`src/rtl/dmem_arbiter.sv`:
```
// rtl/dmem_arbiter.sv - data-memory port arbiter between core load/store path and host loader
// Optional core-stall counter enabled by DMEM_ARB_STATS_EN.
module dmem_arbiter #(
  parameter int AW       = 8,
  parameter int DW       = 8,
  parameter int MAX_WAIT = 4
) (
  input  logic          clk,
  input  logic          rst_n,
  input  logic          core_req,
  input  logic          core_we,
  input  logic [AW-1:0] core_addr,
  input  logic [DW-1:0] core_wdata,
  output logic [DW-1:0] core_rdata,
  output logic          core_stall,
  input  logic          host_req,
  input  logic          host_we,
  input  logic [AW-1:0] host_addr,
  input  logic [DW-1:0] host_wdata,
  output logic          host_gnt,
  output logic [DW-1:0] host_rdata,
  output logic          host_rvalid,
`ifdef DMEM_ARB_STATS_EN
  input  logic          stat_clr,
  output logic [15:0]   stall_cnt,
`endif
  output logic          mem_wr_en,
  output logic [AW-1:0] mem_addr,
  output logic [DW-1:0] mem_dat_in,
  input  logic [DW-1:0] mem_dat_out
);

  localparam logic [3:0] MAX_WAIT_C = 4'(MAX_WAIT);

  logic [3:0]    wait_cnt_q, wait_cnt_d;
  logic [DW-1:0] host_rdata_q, host_rdata_d;
  logic          host_rvalid_q, host_rvalid_d;
  logic          host_win;

  // Core owns the port by default; the host is forced through once it has waited MAX_WAIT cycles.
  assign host_win   = host_req && (!core_req || (wait_cnt_q == MAX_WAIT_C));
  assign host_gnt   = host_win;
  assign core_stall = core_req && host_win;
  assign core_rdata = mem_dat_out;

  assign mem_addr   = host_win ? host_addr  : core_addr;
  assign mem_dat_in = host_win ? host_wdata : core_wdata;
  assign mem_wr_en  = host_win ? host_we    : (core_req && core_we);

  always_comb begin
    wait_cnt_d    = 4'd0;
    host_rvalid_d = 1'b0;
    host_rdata_d  = host_rdata_q;
    if (host_req && !host_win) begin
      wait_cnt_d = (wait_cnt_q == MAX_WAIT_C) ? wait_cnt_q : wait_cnt_q + 4'd1;
    end
    if (host_win && !host_we) begin
      host_rvalid_d = 1'b1;
      host_rdata_d  = mem_dat_out;
    end
  end

  always_ff @(posedge clk or negedge rst_n) begin
    if (!rst_n) begin
      wait_cnt_q    <= 4'd0;
      host_rdata_q  <= '0;
      host_rvalid_q <= 1'b0;
    end else begin
      wait_cnt_q    <= wait_cnt_d;
      host_rdata_q  <= host_rdata_d;
      host_rvalid_q <= host_rvalid_d;
    end
  end

  assign host_rdata  = host_rdata_q;
  assign host_rvalid = host_rvalid_q;

`ifdef DMEM_ARB_STATS_EN
  logic [15:0] stall_cnt_q, stall_cnt_d;

  // Clear has priority over counting a stall in the same cycle.
  always_comb begin
    stall_cnt_d = stall_cnt_q;
    if (stat_clr) begin
      stall_cnt_d = 16'd0;
    end else if (core_stall && (stall_cnt_q != 16'hFFFF)) begin
      stall_cnt_d = stall_cnt_q + 16'd1;
    end
  end

  always_ff @(posedge clk or negedge rst_n) begin
    if (!rst_n) begin
      stall_cnt_q <= 16'd0;
    end else begin
      stall_cnt_q <= stall_cnt_d;
    end
  end

  assign stall_cnt = stall_cnt_q;
`endif

endmodule

```
`config.mk`:
```
export PLATFORM = sky130hd
export DESIGN_NAME = dmem_arbiter
export DESIGN_NICKNAME = d
export VERILOG_FILES = /design/src/rtl/dmem_arbiter.sv
export SDC_FILE = /design/constraint.sdc
export NUM_CORES = 1
export LEC_CHECK = 0
export ABC_AREA = 1
export CORE_ASPECT_RATIO = 1.5
export CORE_UTILIZATION = 27
export CTS_CLUSTER_DIAMETER = 80
export CTS_CLUSTER_SIZE = 24
export DETAILED_ROUTE_END_ITERATION = 12
export GPL_ROUTABILITY_DRIVEN = 0
export PLACE_DENSITY = 0.76
export SLEW_MARGIN = 20
export SYNTH_ARGS = -nofsm -noshare
export SYNTH_HDL_FRONTEND = slang
export SYNTH_SLANG_ARGS = --single-unit
```
`constraint.sdc`:
```
create_clock -name clk -period 1.3 [get_ports clk]
set_input_delay 0.26 -clock clk [delete_from_list [all_inputs] [get_ports clk]]
set_output_delay 0.26 -clock clk [all_outputs]
set_load 0.02 [all_outputs]
```
==> out/results.tsv, run 1 <==
metric	value	unit
p_per_area	747	nW/µm²
grt_usage	0.199	
diodes	0	
final_cell_mix	clkdlybuf4s50_1, nand2_1, nand2_2	
cpMostUsedCell	nand2_4	
first_pass_iters	5	
drc	0	
antenna_found_initial	0	
initial_core_util	0.290	
routed_via_density	4.62	
crit_chain	inv_1, ha_2, nand3_2, nand2_4, nand2_8, buf_12, nand2_4, nand2_4, buf_6	
die-area	3470	µm²
nFillCells	201	
synthesis.nets	171	
crit_slowest_cell	dfrtp_1	
grt_max_degree	14	
crit_path_max_incr_delay	0.39	ns
crit_path_start_kind	flip-flop	
final_util	0.721	
worst_pin_slew	0.373	ns
syn_area	872	µm²
core	3000	µm²
cts_buffer_depth	2	
io_pins	82	
layout_commonest_cell	clkdlybuf4s50_1	
ir_drop	0.000594	V
numCtsBuffers	3	
worst-endpoint-arrival	1.62	ns
routedWlPerCell	14.2	µm
port-buffer-count	81	
min_period	1.88	ns
yosysSeqAreaShare	0.373	
h-tree-depth	1	
use_met2	0.401	
setup_violations	28	
vias	1225	
routed_wl	3.76	mm
status	complete, but fails checks	
postSynthCellCount	123	
required	1.04	ns
cts_tree	built	
top_usage_layer	met2	
synth.distinct_cells	17	
syn_avg_cell_area	7.09	µm²
hp-class	in -> async	
dr.first_iter.drc_count	27	
min_period_over_period	1.45	
crit_type	reg -> out	
clock_sinks	13	
num_rows	24	
grt_pass1_vias	1248	
met1_usage	0.213	
nNetsFinal	275	
drive_gt1_frac	0.465	
overflow	0	
grt_pass1_wl	5.46	mm
die_w	48.4	µm
violations	setup timing	
synth-seq-cells	13	
cts_root_buffer	clkbuf_8	
relSlewSlack	0.750	
syn_to_final_growth	148	%
fin_ws	-0.581	ns
crit_fanout	8	
rsz0062_at_grt	true	
drtAntennaViolNets	0	
insertion_delay	0.25	ns
die_y	71.6	µm
hpwlAfterDp	2.54	mm
drv_cap	0	
cts_hold_buf	0	
maxSlewViolCount	0	
fmax	0.532	GHz
clk_pin_slew	0.06	ns
leakage	1.07	nW
met3_usage	0.0106	
crit_path_end_kind	primary output	
ys_warn_count	0	
clock_skew	0.00101	ns
final_hold_viol_count	0	
hold_ws	0.310	ns
-- report_power, final --
part	switching (mW)	internal, mW
logic	0.368	0.393
clock network	0.164	0.217
registers	0.0275	0.449
total	0.560	1.06
-- cells in the mapped netlist --
cell      number  area share
clkinv_1       1      0.0043
inv_4          1      0.0072
ha_1           2       0.029
xor2_1         1       0.010
nand3_2        1       0.011
xnor2_1        1       0.010
nand3_1        4       0.023
nand2_1       66        0.28
nand2_2        1      0.0072
inv_1          6       0.026
nand4_1        8       0.057
nor2_1         4       0.017
buf_6          1       0.013
nand3_4        1       0.020
nand2_4        1       0.013
dfrtp_1       13        0.37
buf_4         11       0.095
-- area by class of cell --
type	instances	area, µm²	area share
Clock buffer	4	45.0	0.0208
Inverter	8	37.5	0.0173
Timing Repair Buffer	108	1100	0.507
Tap cell	39	48.8	0.0225
Multi-Input combinational cell	91	599	0.277
Timing Repair inverter	2	12.5	0.00578
Sequential cell	13	325	0.150
-- registers in the layout, summed over array words and instances (netlist names) --
name and cells:
host_rdata 8, host_rvalid 1, wait_cnt_q 4
-- layer usage --
layer | vias up | wire, µm
met1 | 590 | 1280
met4 | 0 | 124
met5 | - | 0
met2 | 40 | 2260
li1 | 584 | -
met3 | 11 | 97
-- per-stage QoR --
step | setup WS (ns) | instance area (µm²) | power (mW) | TNS (ns) | std cells
global placement | -0.782 | 1840 | 1.15 | -18.45 | 251
floorplan | -0.199 | 918 | 0.767 | -2.40 | 123
CTS | -0.556 | 2030 | 1.55 | -10.08 | 260
detailed placement | -0.825 | 1840 | 1.16 | -19.74 | 251
finish | -0.581 | 2170 | 1.62 | -12.05 | 265
global route | -0.663 | 2170 | 1.68 | -13.81 | 265
-- worst max-delay path, delay by kind of cell, from the launching register on --
family,cells,cell delay [ns]
buffers and inverters,3,0.39
adder cells (fa/ha/maj),1,0.17
flip-flops,1,0.39
AND/OR/NAND/NOR,5,0.43
-- kinds of logic (layout without fill, tap and decap cells) --
| family | count (synthesis) | count (layout) | share of synthesized area |
|---|---|---|---|
| xor+xnor | 2 | 2 | 0.0201 |
| fa+ha+maj | 2 | 2 | 0.0287 |
| buf+inv | 20 | 122 | 0.145 |
| flops | 13 | 13 | 0.373 |
| simple gates | 86 | 87 | 0.433 |
-- final timing paths --
| path | from | to | slack, ns | depth (start not counted) |
|---|---|---|---|---|
| setup / recovery | wait_cnt_q[1]$_DFFE_PN0P_ | mem_dat_in[5] | -0.58 | 9 |
| hold / removal | rst_n | host_rdata[6]$_DFFE_PN0P_ | 0.31 | 2 |
| setup reg to reg | wait_cnt_q[1]$_DFFE_PN0P_ | host_rdata[3]$_DFFE_PN0P_ | -0.22 | 10 |
| hold reg to reg | host_rdata[5]$_DFFE_PN0P_ | host_rdata[5]$_DFFE_PN0P_ | 0.48 | 2 |
| max in group asynchronous | rst_n | host_rdata[7]$_DFFE_PN0P_ | 0.83 | 2 |
| min in group clk | host_rdata[5]$_DFFE_PN0P_ | host_rdata[5]$_DFFE_PN0P_ | 0.48 | 2 |
-- repair_timing --
item / CTS / global route
pin swaps: 5 / 11
setup endpoints to repair: 44 / 33
gates cloned: 4 / 0
setup buffers: 1 / 5
gates resized for setup: 168 / 24
(Power assumes the default switching activity.)
==> run 2: changes to the inputs <==
- TNS_END_PERCENT: not set -> 100
==> results of run 2 <==
The final DEF is identical to that of run 1; final timing and power are the same.
